`src/rtl/counter_seq_ctrl_pkg.sv`:
```
// Shared definitions for the counter sequencing controller: FSM state encodings
// (also used by the LED decode) and the press-edge helper.
package counter_seq_ctrl_pkg;

    localparam int unsigned STATE_W = 2;

    typedef enum logic [STATE_W-1:0] {
        ST_IDLE  = 2'd0,
        ST_RUN   = 2'd1,
        ST_PAUSE = 2'd2,
        ST_DONE  = 2'd3
    } state_e;

    // A press is the accepted (active-low) level going from released to pressed.
    function automatic logic press_edge(input logic level_prev, input logic level_next);
        return level_prev & ~level_next;
    endfunction

endpackage

```
`src/rtl/counter_seq_ctrl_btn_debounce.sv`:
```
// Button conditioner: 2-flop synchronizer, debounce counter and one-cycle
// press pulse on the falling edge of the accepted level.
module btn_debounce
    import counter_seq_ctrl_pkg::*;
#(
    parameter int unsigned DEBOUNCE_CYCLES = 500000
) (
    input  logic clk_i,
    input  logic rst_ni,
    input  logic btn_ni,
    output logic press_o
);

    localparam int unsigned CNT_W = (DEBOUNCE_CYCLES > 1) ? $clog2(DEBOUNCE_CYCLES) : 1;
    localparam logic [CNT_W-1:0] CNT_LAST = CNT_W'(DEBOUNCE_CYCLES - 1);

    logic [1:0]       sync_q;
    logic             level_q, level_d;
    logic [CNT_W-1:0] cnt_q, cnt_d;
    logic             press_q, press_d;

    // Count consecutive synchronized samples that disagree with the accepted level.
    always_comb begin
        level_d = level_q;
        cnt_d   = cnt_q;
        if (sync_q[1] == level_q) begin
            cnt_d = '0;
        end else if (cnt_q == CNT_LAST) begin
            level_d = sync_q[1];
            cnt_d   = '0;
        end else begin
            cnt_d = cnt_q + CNT_W'(1);
        end
        press_d = press_edge(level_q, level_d);
    end

    // Synchronizer and debounce state; reset to the released level so no press is faked.
    always_ff @(posedge clk_i or negedge rst_ni) begin
        if (!rst_ni) begin
            sync_q  <= 2'b11;
            level_q <= 1'b1;
            cnt_q   <= '0;
            press_q <= 1'b0;
        end else begin
            sync_q  <= {sync_q[0], btn_ni};
            level_q <= level_d;
            cnt_q   <= cnt_d;
            press_q <= press_d;
        end
    end

    assign press_o = press_q;

endmodule

```
`src/rtl/counter_seq_ctrl.sv`:
```
// Sequencing controller for the enable/clear counter: debounced run/clear buttons,
// prescaled count-enable pulses and limit detection. Option: COUNTER_SEQ_AUTORELOAD_EN.
module counter_seq_ctrl
    import counter_seq_ctrl_pkg::*;
#(
    parameter int unsigned PRESCALE        = 50000000,
    parameter int unsigned DEBOUNCE_CYCLES = 500000,
    parameter int unsigned WIDTH           = 8
) (
    input  logic               CLOCK_50,
    input  logic               RESET_N,
    input  logic               BTN_RUN_N,
    input  logic               BTN_CLR_N,
    input  logic [WIDTH-1:0]   LIMIT,
    input  logic [WIDTH-1:0]   Q,
    output logic               CNT_EN,
    output logic               CNT_CLR,
    output logic [STATE_W-1:0] STATE,
    output logic               DONE
);

    localparam int unsigned      PRE_W    = $clog2(PRESCALE);
    localparam logic [PRE_W-1:0] PRE_LAST = PRE_W'(PRESCALE - 1);

    state_e           state_q, state_d;
    logic [PRE_W-1:0] pre_q, pre_d;
    logic             cnt_en_q, cnt_en_d;
    logic             cnt_clr_q, cnt_clr_d;
    logic             done_q, done_d;
    logic             run_press_s, clr_press_s;
    logic             at_limit_s, tick_s, reload_s;

    btn_debounce #(.DEBOUNCE_CYCLES(DEBOUNCE_CYCLES)) u_btn_run (
        .clk_i   (CLOCK_50),
        .rst_ni  (RESET_N),
        .btn_ni  (BTN_RUN_N),
        .press_o (run_press_s)
    );

    btn_debounce #(.DEBOUNCE_CYCLES(DEBOUNCE_CYCLES)) u_btn_clr (
        .clk_i   (CLOCK_50),
        .rst_ni  (RESET_N),
        .btn_ni  (BTN_CLR_N),
        .press_o (clr_press_s)
    );

    assign at_limit_s = (Q == LIMIT);
    assign tick_s     = (state_q == ST_RUN) && (pre_q == PRE_LAST);

    // Next-state logic; a clear press overrides everything, including a simultaneous run press.
    always_comb begin
        state_d  = state_q;
        reload_s = 1'b0;
        if (clr_press_s) begin
            state_d = ST_IDLE;
        end else begin
            case (state_q)
                ST_IDLE: begin
                    if (run_press_s) state_d = ST_RUN;
                    else             state_d = ST_IDLE;
                end
                ST_RUN: begin
                    if (run_press_s) begin
                        state_d = ST_PAUSE;
                    end else if (at_limit_s) begin
`ifdef COUNTER_SEQ_AUTORELOAD_EN
                        // Q stays at LIMIT until the counter acts on CNT_CLR; reload only once.
                        state_d  = ST_RUN;
                        reload_s = ~cnt_clr_q;
`else
                        state_d  = ST_DONE;
`endif
                    end else begin
                        state_d = ST_RUN;
                    end
                end
                ST_PAUSE: begin
                    if (run_press_s) state_d = ST_RUN;
                    else             state_d = ST_PAUSE;
                end
                ST_DONE: state_d = ST_DONE;
                default: state_d = ST_IDLE;
            endcase
        end
    end

    // Prescaler and registered output pulses.
    always_comb begin
        pre_d = pre_q;
        if (clr_press_s) begin
            pre_d = '0;
        end else if ((state_q == ST_IDLE) && (state_d == ST_RUN)) begin
            pre_d = '0;
        end else if (state_q == ST_RUN) begin
            pre_d = tick_s ? '0 : pre_q + PRE_W'(1);
        end else begin
            pre_d = pre_q;
        end
        cnt_en_d  = tick_s && !at_limit_s && !clr_press_s;
        cnt_clr_d = clr_press_s | reload_s;
`ifdef COUNTER_SEQ_AUTORELOAD_EN
        done_d    = reload_s;
`else
        done_d    = (state_d == ST_DONE);
`endif
    end

    // State, prescaler and output registers.
    always_ff @(posedge CLOCK_50 or negedge RESET_N) begin
        if (!RESET_N) begin
            state_q   <= ST_IDLE;
            pre_q     <= '0;
            cnt_en_q  <= 1'b0;
            cnt_clr_q <= 1'b0;
            done_q    <= 1'b0;
        end else begin
            state_q   <= state_d;
            pre_q     <= pre_d;
            cnt_en_q  <= cnt_en_d;
            cnt_clr_q <= cnt_clr_d;
            done_q    <= done_d;
        end
    end

    assign CNT_EN  = cnt_en_q;
    assign CNT_CLR = cnt_clr_q;
    assign STATE   = state_q;
    assign DONE    = done_q;

endmodule

```
`config.mk`:
```
export PLATFORM = sky130hd
export DESIGN_NAME = counter_seq_ctrl
export DESIGN_NICKNAME = d
export VERILOG_FILES = /design/src/rtl/counter_seq_ctrl_pkg.sv /design/src/rtl/counter_seq_ctrl_btn_debounce.sv /design/src/rtl/counter_seq_ctrl.sv
export SDC_FILE = /design/constraint.sdc
export NUM_CORES = 1
export LEC_CHECK = 0
export ABC_AREA = 1
export CORE_MARGIN = 2
export CORE_UTILIZATION = 33
export DETAILED_ROUTE_END_ITERATION = 16
export GPL_TIMING_DRIVEN = 1
export PLACE_DENSITY = 0.48
export SYNTH_ARGS = -nofsm -noshare
export SYNTH_HDL_FRONTEND = slang
export SYNTH_SLANG_ARGS = --single-unit
```
`constraint.sdc`:
```
create_clock -name CLOCK_50 -period 1.7 [get_ports CLOCK_50]
set_clock_uncertainty 0.2 [all_clocks]
set_input_delay 0.34 -clock CLOCK_50 [delete_from_list [all_inputs] [get_ports CLOCK_50]]
set_output_delay 0.34 -clock CLOCK_50 [all_outputs]
set_load 0.05 [all_outputs]
```
* Word level (Yosys, flattened, before mapping)
Cells that the tools add are included.
** Operators by class
- Add/subtract/negate cells :: 3
- Eq/ne operators :: 11
- Muxes and demuxes :: 18
- Bitwise logic cells :: 4
- Reductions and logical operators :: 8
** Operator list (count)
- 2-to-1 mux 26 bit :: 4
- 2-to-1 mux 19 bit :: 4
- adder 19 x 1 -> 19 bit (second input constant) :: 2
- equality test 19 bit (second input constant) :: 2
- adder 26 x 1 -> 26 bit (second input constant) :: 1
- equality test 26 bit (second input constant) :: 1
- equality test 8 bit :: 1
- 2-to-1 mux 2 bit :: 4
- case mux 2 bit (4 select lines) :: 1
- equality test 2 bit (second input constant) :: 3
- 2-to-1 mux 1 bit :: 5
- equality test 2 x 1 -> 1 bit (second input constant) :: 2
- logical AND 1 bit :: 4
- nonzero test 3 bit :: 1
- bitwise AND 1 bit :: 2
- equality test 1 bit :: 2
- zero test 1 bit :: 2
- zero test 2 bit :: 1
- inverter 1 bit :: 2
** Storage, ports and cells
- Register bits :: 77
- Bits of input ports :: 20
- Logic and storage cells :: 57

* Depth between registers and ports, before layout
Gate-level depths: netlist (run 1).
- Depth after elaboration :: 9
- Gate-level depth with buffers :: 9

* Modules after synthesis
From an unflattened synthesis (run 1), not the netlist that was laid out.
** Unflattened totals
- Cells, all modules :: 625
- Area, all modules :: 4625.7 um2
** Modules (own cells, without submodules)
- btn_debounce :: instances 2, cells an instance 149, area an instance 1214.9 um2, sequential area each 579.3 um2
- counter_seq_ctrl :: instances 1, cells an instance 327, area an instance 2195.9 um2, sequential area each 775.7 um2

* Least setup slack after synthesis (run 1)
Ideal clock, no wire load.
- Path kind :: reg-to-reg
- Start point :: reg state_q[0], in the netlist STATE[0]
- End point :: reg pre_q[14]
- Data arrival time :: 1472 ps
- Data required time :: 1382 ps
- Setup slack :: -90 ps
- Cell stages (with the launch flop) :: 9
- Path buffers :: 1
- Clock period less this slack :: 1790 ps
- Cell sequence :: dfrtp_1 -> inv_1 -> nor2_1 -> nand3_1 -> nor2_2 -> a21oi_4 -> buf_6 -> nand4_1 -> nand2_1
** On the way
- Longest elaborated chain between the ends :: 7
- Elaborated cells between the ends (all ways) :: 14
** Ends and longest elaborated chain
- start: declaration :: line counter_seq_ctrl.sv:25 : state_e state_q, state_d;
- start signal: assignment :: line counter_seq_ctrl.sv:117 : state_q <= state_d;
- equality test 2 bit (tied with other cells) :: line counter_seq_ctrl.sv:57 : case (state_q)
- case mux 2 bit (4 select lines) :: line counter_seq_ctrl.sv:57
- 2-to-1 mux 2 bit :: line counter_seq_ctrl.sv:54 : if (clr_press_s) begin
- equality test 2 x 1 -> 1 bit :: line counter_seq_ctrl.sv:92 : end else if ((state_q == ST_IDLE) && (state_d == ST_RUN)) begin
- logical AND 1 bit :: line counter_seq_ctrl.sv:92
- 2-to-1 mux 26 bit :: line counter_seq_ctrl.sv:92
- 2-to-1 mux 26 bit :: line counter_seq_ctrl.sv:90 : if (clr_press_s) begin
- end signal: assignment :: line counter_seq_ctrl.sv:118 : pre_q <= pre_d;
- end: declaration :: line counter_seq_ctrl.sv:26 : logic [PRE_W-1:0] pre_q, pre_d;
Parallel ways exist; a longest one is shown, timed or not. The select of a mux whose other input is x is not followed.
A chain may end at the register's enable or synchronous reset.

* Worst setup path after layout (run 1)
- Start point :: reg pre_q[1]
- End point :: reg pre_q[9]
** On the way
- Longest elaborated chain between the ends :: 6
- Elaborated cells between the ends (all ways) :: 7
** Ends and longest elaborated chain
- branches (longest 2 deep; another with adder 26 x 1 -> 26 bit)
- 2-to-1 mux 26 bit * :: line counter_seq_ctrl.sv:95 : pre_d = tick_s ? '0 : pre_q + PRE_W'(1);
- 2-to-1 mux 26 bit * :: line counter_seq_ctrl.sv:94 : end else if (state_q == ST_RUN) begin
- 2-to-1 mux 26 bit * :: line counter_seq_ctrl.sv:92
- 2-to-1 mux 26 bit * :: line counter_seq_ctrl.sv:90
Mark *: on every way between the ends. The select of a mux whose other input is x is not followed.

==> out/results.env, run 1 <==
YS_SEQ_ELEMENTS=77
CLOCK_PATH_BUFFERS=2
ANTENNA_FOUND_INITIAL=0
PERIOD_NEEDED_NS=1.701
TIMING.FINAL.MAX_SLEW_VIOLATIONS=0
SYN_NETS=642
LAYOUTNONFILLERINSTCOUNT=895
OUTCOME='finished, violations left'
PLACE_HPWL_MM=8.534
PLACED_CELLS_INCL_TAPS=864
SYNTH_CELL_TYPE_COUNT=34
LAYOUT.NETS=737
LAYOUT-DRIVE-GT1-SHARE=0.2225
CRITICAL_PATH.ENDPOINT_TYPE='flip-flop'
CRIT_PATH_START_KIND='flip-flop'
ANTENNADIODECOUNT=0
DIE_W_UM=120.3
CTS.REPORTEDPATHS.CLKPINSLEW_NS=0.06
FILLERS=1323
CLOCK_TREE.ROOT_CELL='sky130_fd_sc_hd__clkbuf_16'
PORTBUFFERS=24
HOLD_VIOLATIONS=0
START_UTIL=0.3370
DIE_AREA_UM2=14470
VIA_COUNT_OF_THE_FIRST_GLOBAL_ROUTING_PASS=4276
RR_STARTPOINT='pre_q[1]'
SETUP-VIOLATIONS-FINAL=1
CRITICAL_PATH_ARRIVAL_NS=1.79
DRT_FIRST_PASS_ITERS=4
HOLD_PATH_STARTPOINT='u_btn_clr.sync_q[0]'
HOLD_PATH_END='u_btn_clr.sync_q[1]'
REGTOREGENDPOINT='pre_q[9]'
POST_SYNTH.CELL_AREA_AVG_UM2=7.210
NUM_VIAS=4245
PLACEABLECOREAREA_UM2=13240
WORST_SKEW_PAIR.LATE_LATENCY_NS=0.35
FIN_CRIT_SH=1.001
YOSYSWARNINGS=0
WORST_MAX_SLEW_PIN_SLEW_NS=0.3031
MAXIMUM_NUMBER_OF_PINS_ON_ONE_NET_BEFORE_GLOBAL_ROUTE_REPAIR=27
DRT.ANTENNA.VIOLATING_NETS=0
VIOLATED_CHECKS='setup timing'
FIRST_ITER_VIOLATIONS=249
POST_SYNTH_INST_COUNT=619
CTS_HTREE_LEVELS=3
HOLD_DEPTH=0
FINAL.HOLD.WORST_SLACK_NS=0.1553
GRT_REMAINING_OVERFLOW=0
DRC_VIOLATIONS_LEFT=0
WL_PER_CELL_UM=12.97
SYNTH_SEQUENTIAL_AREA_RATIO=0.4334
ROW_COUNT=42
MOST_FREQUENT_CELLS_IN_THE_LAYOUT='sky130_fd_sc_hd__nand2_1 (158), sky130_fd_sc_hd__nor2_1 (107), sky130_fd_sc_hd__inv_1 (72), sky130_fd_sc_hd__dfrtp_1 (64), sky130_fd_sc_hd__buf_4 (58)'
FIRST_PASS_GRT_WIRE_LENGTH_MM=19.51
POST-ROUTE-WORST-SETUP-SLACK_NS=-0.0008819
IRDROPWORSTVDD_mV=0.3678
LAYOUT_COMMONEST_CELL='sky130_fd_sc_hd__nand2_1'
TOP_LEVEL_PORTS=25
NUMCLOCKSINKS=77
SYN2LAYOUT_AREA_GROWTH_PCT=33.98
P_LEAK_nW=2.527
TIMING_WORST_SETUP_PATH_TYPE='reg -> reg'
CRIT_REQUIRED_NS=1.79
PATH_MAX_FANOUT=7
CHIPHEIGHT_UM=120.3
NORMALIZED_MAX_SLEW_MARGIN=0.7961
MIN-DELAY-PATH-CLASS='reg -> reg'
TRITONCTS.NUM_BUFFERS=9
POWER_DENSITY_nW_PER_UM2=653.9
SYNTHESIS.AREA_UM2=4463
PLACE_WS_NS=-0.05129
CTS_TREE='done'
REGTOREGSETUPSLACK_NS=-0.0009
ROUTE.FINAL.WIRE_LENGTH_MM=11.61
AVERAGE_VIA_COUNT_PER_STANDARD_CELL=4.743
GR-USAGE-ALL-LAYERS=0.1682
GP_CONGESTION=0.8661
MAXCLOCKFREQUENCY_MHz=587.9
DRV_CAP=0
TIMING.REG2REG.WORST_PATH_DEPTH=10
FINAL_CORE_DENSITY=0.4515
RSZ0062_AT_GRT='true'
synthesized netlist by cell type, drive strengths merged:
master	instances	area, um^2
o21a	2	15.01
inv	75	281.5
ha	3	37.54
nand2	170	640.6
buf	5	40.04
nor3b	1	7.510
xnor2	10	87.58
nor4	3	18.77
nand3b	3	22.52
or2	1	6.260
a31oi	1	6.260
o21ai	11	55.05
dfrtp	71	1777
dfstp	6	157.7
nor3	20	105.1
clkbuf	2	7.510
nor2	134	558.0
o21bai	2	15.01
nand3	37	190.2
and2	1	7.510
a21oi	16	91.34
xor2	19	166.4
nand4	26	168.9
per-stage QoR:
step	cell area, um^2	TNS (ns)	power (mW)
detailed placement	5378	-0.1416	2.090
finish	5979	-0.0008819	3.910
global placement	5378	-0.00003031	2.088
floorplan	4464	0	1.957
CTS	5693	-0.001441	3.959
global route	5979	-0.9135	4.056
registers in the layout, indices dropped and copies added (netlist names):
| register | flops |
|---|---|
| CNT_EN | 1 |
| CNT_CLR | 1 |
| STATE | 2 |
| u_btn_run.sync_q | 2 |
| u_btn_clr.cnt_q | 19 |
| u_btn_run.press_o | 1 |
| u_btn_run.cnt_q | 19 |
| u_btn_clr.level_q | 1 |
| u_btn_run.level_q | 1 |
| pre_q | 26 |
| u_btn_clr.sync_q | 2 |
| DONE | 1 |
| u_btn_clr.press_o | 1 |
routing by layer:
layer	wire length (um)	global-route usage
met5	0	0
met4	267	0.07776
met3	370	0.02642
met2	5671	0.2894
met1	5301	0.2068
worst max-delay path by stage:
stage / start / end / slack (ns) / cells past startpoint
after floorplan: STATE[1] / pre_q[18] / 0.004 / 7
after global placement: pre_q[1] / pre_q[23] / -0.00003 / 9
after detailed placement: pre_q[0] / pre_q[12] / -0.05 / 9
after CTS: pre_q[1] / pre_q[23] / -0.001 / 9
after global routing: pre_q[1] / pre_q[9] / -0.07 / 10
final: pre_q[1] / pre_q[9] / -0.0009 / 10
report_power, final:
group | internal, mW | leakage [nW] | switching [mW]
clock | 1.06 | 0.138 | 0.789
sequential | 1.85 | 1.03 | 0.0118
combinational | 0.0963 | 1.36 | 0.0982
total | 3.01 | 2.53 | 0.899
final cells by class:
type,count,area (um^2),share of cell area
Inverter,75,286.5,0.04792
Multi-Input combinational cell,460,2366,0.3957
Timing Repair Buffer,91,884.6,0.1479
Clock buffer,12,256.5,0.04290
Clock inverter,4,22.52,0.003766
Sequential cell,77,1943,0.3250
Tap cell,176,220.2,0.03683
cell families after synthesis:
family / Yosys count / synth area share
xor+xnor: 29 / 0.05691
flops: 77 / 0.4334
compound gates: 32 / 0.04093
simple gates: 396 / 0.3866
buf+inv: 82 / 0.07373
fa+ha+maj: 3 / 0.008411
critical path, stage by stage (launching register included):
cell and delay, ns:
sky130_fd_sc_hd__dfrtp_1 0.42, sky130_fd_sc_hd__ha_4 0.19, sky130_fd_sc_hd__nand2_1 0.05, sky130_fd_sc_hd__inv_1 0.04, sky130_fd_sc_hd__nand2_2 0.10, sky130_fd_sc_hd__nor2_4 0.05
sky130_fd_sc_hd__a21oi_4 0.20, sky130_fd_sc_hd__buf_12 0.16, sky130_fd_sc_hd__buf_6 0.09, sky130_fd_sc_hd__nand4_2 0.05, sky130_fd_sc_hd__nand2_1 0.07
what timing repair did:
action | in CTS | in global routing
resized for setup | 5 | 55
pin swaps | 1 | 23
hold endpoints to repair | 56 | 0
hold buffers | 1 | 0
cloned | 0 | 1
buffers inserted | 1 | 12
endpoints found under the setup margin | 4 | 57
No activity file was read; power rests on OpenSTA's default activity.
==> run 2, diff against run 1 <==
==> constraint.sdc (replaced) <==
create_clock -name CLOCK_50 -period 1.7 [get_ports CLOCK_50]
set_clock_uncertainty 0.2 [all_clocks]
set_input_delay 0.34 -clock CLOCK_50 [delete_from_list [all_inputs] [get_ports CLOCK_50]]
set_output_delay 0.34 -clock CLOCK_50 [all_outputs]
set_load 0.1 [all_outputs]
==> run 2 against run 1 <==
  * The run now ends clean
  * Worst hold slack gained 0.0019 ns
  * Critical endpoint is now pre_q[23]
  * Global-route usage is essentially flat
  * Critical path type unchanged
  * Via count shrank 1.6%
==> out/results.env, run 2 (synthesized netlist as in run 1, its figures left out) <==
MIN-DELAY-PATH-CLASS='reg -> reg'
CP_MAX_STAGE_CELL='sky130_fd_sc_hd__dfrtp_1'
TIMING_WORST_SETUP_PATH_TYPE='reg -> reg'
LARGESTREGISTERS='pre_q (26), u_btn_clr.cnt_q (19), u_btn_run.cnt_q (19)'
SETUP-VIOLATIONS-FINAL=0
DRT_FIRST_PASS_ITERS=4
MOST_FREQUENT_CELLS_IN_THE_LAYOUT='sky130_fd_sc_hd__nand2_1 (154), sky130_fd_sc_hd__nor2_1 (110), sky130_fd_sc_hd__inv_1 (67), sky130_fd_sc_hd__dfrtp_1 (65), sky130_fd_sc_hd__buf_4 (56)'
OUTCOME='completed'
FINAL_CORE_DENSITY=0.4606
START_UTIL=0.3370
PORTBUFFERS=24
NORMALIZED_MAX_SLEW_MARGIN=0.7387
REGTOREGSETUPSLACK_NS=0.002
CRITICAL_PATH.ENDPOINT_TYPE='flip-flop'
CRIT_FAMILY='simple AND/OR/NAND/NOR gates'
WORST_MAX_SLEW_PIN_SLEW_NS=0.3920
ENDPOINT='pre_q[23]'
P_LEAK_nW=2.570
CP.BUFFERS_INVERTERS=0
POWER_DENSITY_nW_PER_UM2=658.9
GP_CONGESTION=0.9199
TOP_LEVEL_PORTS=25
LAYOUT.NETS=737
WL_PER_CELL_UM=12.92
LAYOUT-DRIVE-GT1-SHARE=0.2420
POST-ROUTE-WORST-SETUP-SLACK_NS=0.001931
FIN_CRIT_SH=0.9989
AVERAGE_VIA_COUNT_PER_STANDARD_CELL=4.666
MAXIMUM_NUMBER_OF_PINS_ON_ONE_NET_BEFORE_GLOBAL_ROUTE_REPAIR=28
IRDROPWORSTVDD_mV=0.4261
SYN2LAYOUT_AREA_GROWTH_PCT=36.67
PATH_MAX_FANOUT=4
LAYOUT_COMMONEST_CELL='sky130_fd_sc_hd__nand2_1'
WORST_SETUP_PATH_STARTPOINT='pre_q[2]'
TRITONCTS.NUM_BUFFERS=9
LARGEST_REGISTER_FFS=26
CRITICAL_PATH_ARRIVAL_NS=1.73
DRC_VIOLATIONS_LEFT=0
WORST_SKEW_PAIR.LATE_LATENCY_NS=0.34
GRT_REMAINING_OVERFLOW=0
TIMING.FINAL.MAX_SLEW_VIOLATIONS=0
GR-USAGE-ALL-LAYERS=0.1678
PERIOD_NEEDED_NS=1.698
ROW_COUNT=42
REGTOREGENDPOINT='pre_q[23]'
NUM_VIAS=4176
FIRST_PASS_GRT_WIRE_LENGTH_MM=19.35
TIMING.REG2REG.WORST_PATH_DEPTH=8
CRIT_REQUIRED_NS=1.73
DRT.ANTENNA.VIOLATING_NETS=0
CTS.REPORTEDPATHS.CLKPINSLEW_NS=0.06
ANTENNA_FOUND_INITIAL=0
DIE_W_UM=120.3
VIA_COUNT_OF_THE_FIRST_GLOBAL_ROUTING_PASS=4228
DIE_AREA_UM2=14470
CLOCK_PATH_BUFFERS=2
DRV_CAP=0
NUMCLOCKSINKS=77
PLACE_HPWL_MM=8.436
PLACEABLECOREAREA_UM2=13240
CLOCK_TREE.ROOT_CELL='sky130_fd_sc_hd__clkbuf_16'
MAXCLOCKFREQUENCY_MHz=588.9
TOP_REGISTER='pre_q'
ROUTE.FINAL.WIRE_LENGTH_MM=11.56
CRITICAL_PATH.CELL_CHAIN='nand2_4, nor2_4, and2_4, nand3_4, nor2_4, nand3_2, nand2_2, nor2_2'
FIRST_ITER_VIOLATIONS=190
RSZ0062_AT_GRT='true'
CRITICAL_PATH.MOST_COMMON_CELL='sky130_fd_sc_hd__nor2_4'
RR_STARTPOINT='pre_q[2]'
HOLD_VIOLATIONS=0
MAX_INCR_DELAY_ON_CP_NS=0.51
WORST-PATH-STAGES=8
PLACE_WS_NS=-0.02523
CHIPHEIGHT_UM=120.3
CRIT_PATH_START_KIND='flip-flop'
CTS_HTREE_LEVELS=3
ANTENNADIODECOUNT=0
CTS_TREE='done'
-- run 2: changes by cell type in the layout (fill, tap and decap cells not counted), sizes merged --
cell	previous run	this run
bufinv	0	1
inv	75	74
clkinvlp	1	4
clkinv	3	2
clkbuf	13	11
-- run 2: area by class of cell --
type                            instances  area, um^2
Inverter                               75       287.8
Timing Repair Buffer                   91       883.3
Multi-Input combinational cell        460        2460
Clock inverter                          6       62.56
Fill cell                            1356        7143
Tap cell                              176       220.2
Clock buffer                           10       239.0
Sequential cell                        77        1947
-- run 2: how the worst min path moves through the flow --
stage                                    from             endpoint  slack, ns  cells past startpoint
after floorplan                       RESET_N              CNT_CLR      -0.16                      0
after global placement                RESET_N            pre_q[23]        0.1                      1
after detailed placement              RESET_N            pre_q[21]        0.1                      1
after CTS                 u_btn_run.sync_q[0]  u_btn_run.sync_q[1]       0.16                      0
after global routing      u_btn_clr.sync_q[0]  u_btn_clr.sync_q[1]       0.16                      0
final                     u_btn_run.sync_q[0]  u_btn_run.sync_q[1]       0.16                      0
-- run 2: what timing repair did --
action | in CTS | in global routing
gates resized for setup | 3 | 79
hold endpoints to repair | 23 | 0
endpoints found under the setup margin | 6 | 58
hold buffers | 1 | 0
cloned | 0 | 1
pin swaps | 5 | 22
setup buffers | 3 | 9
-- run 2: where the power goes --
group / switching [mW] / internal, mW / leakage, nW
logic: 0.101 / 0.103 / 1.39
registers: 0.0133 / 1.85 / 1.04
clock network: 0.778 / 1.17 / 0.140
total: 0.892 / 3.13 / 2.57
-- run 2: metal layers --
metal	track usage	share of wire	up-vias
li1	-	-	2146
met1	0.2103	0.47	1984
met2	0.2844	0.49	32
met3	0.02783	0.017	14
met4	0.07485	0.021	0
met5	0	0	-
-- run 2: per-stage QoR --
stage	hold WS, ns	power [mW]	instances	TNS, ns	instance area [um^2]
global placement	0.09891	2.087	866	-0.01193	5389
global route	0.1650	4.213	895	-0.8351	6100
floorplan	-0.1556	1.957	619	0	4473
CTS	0.1603	4.086	886	-0.04252	5731
detailed placement	0.09977	2.089	866	-0.06581	5389
finish	0.1572	4.019	895	0	6100
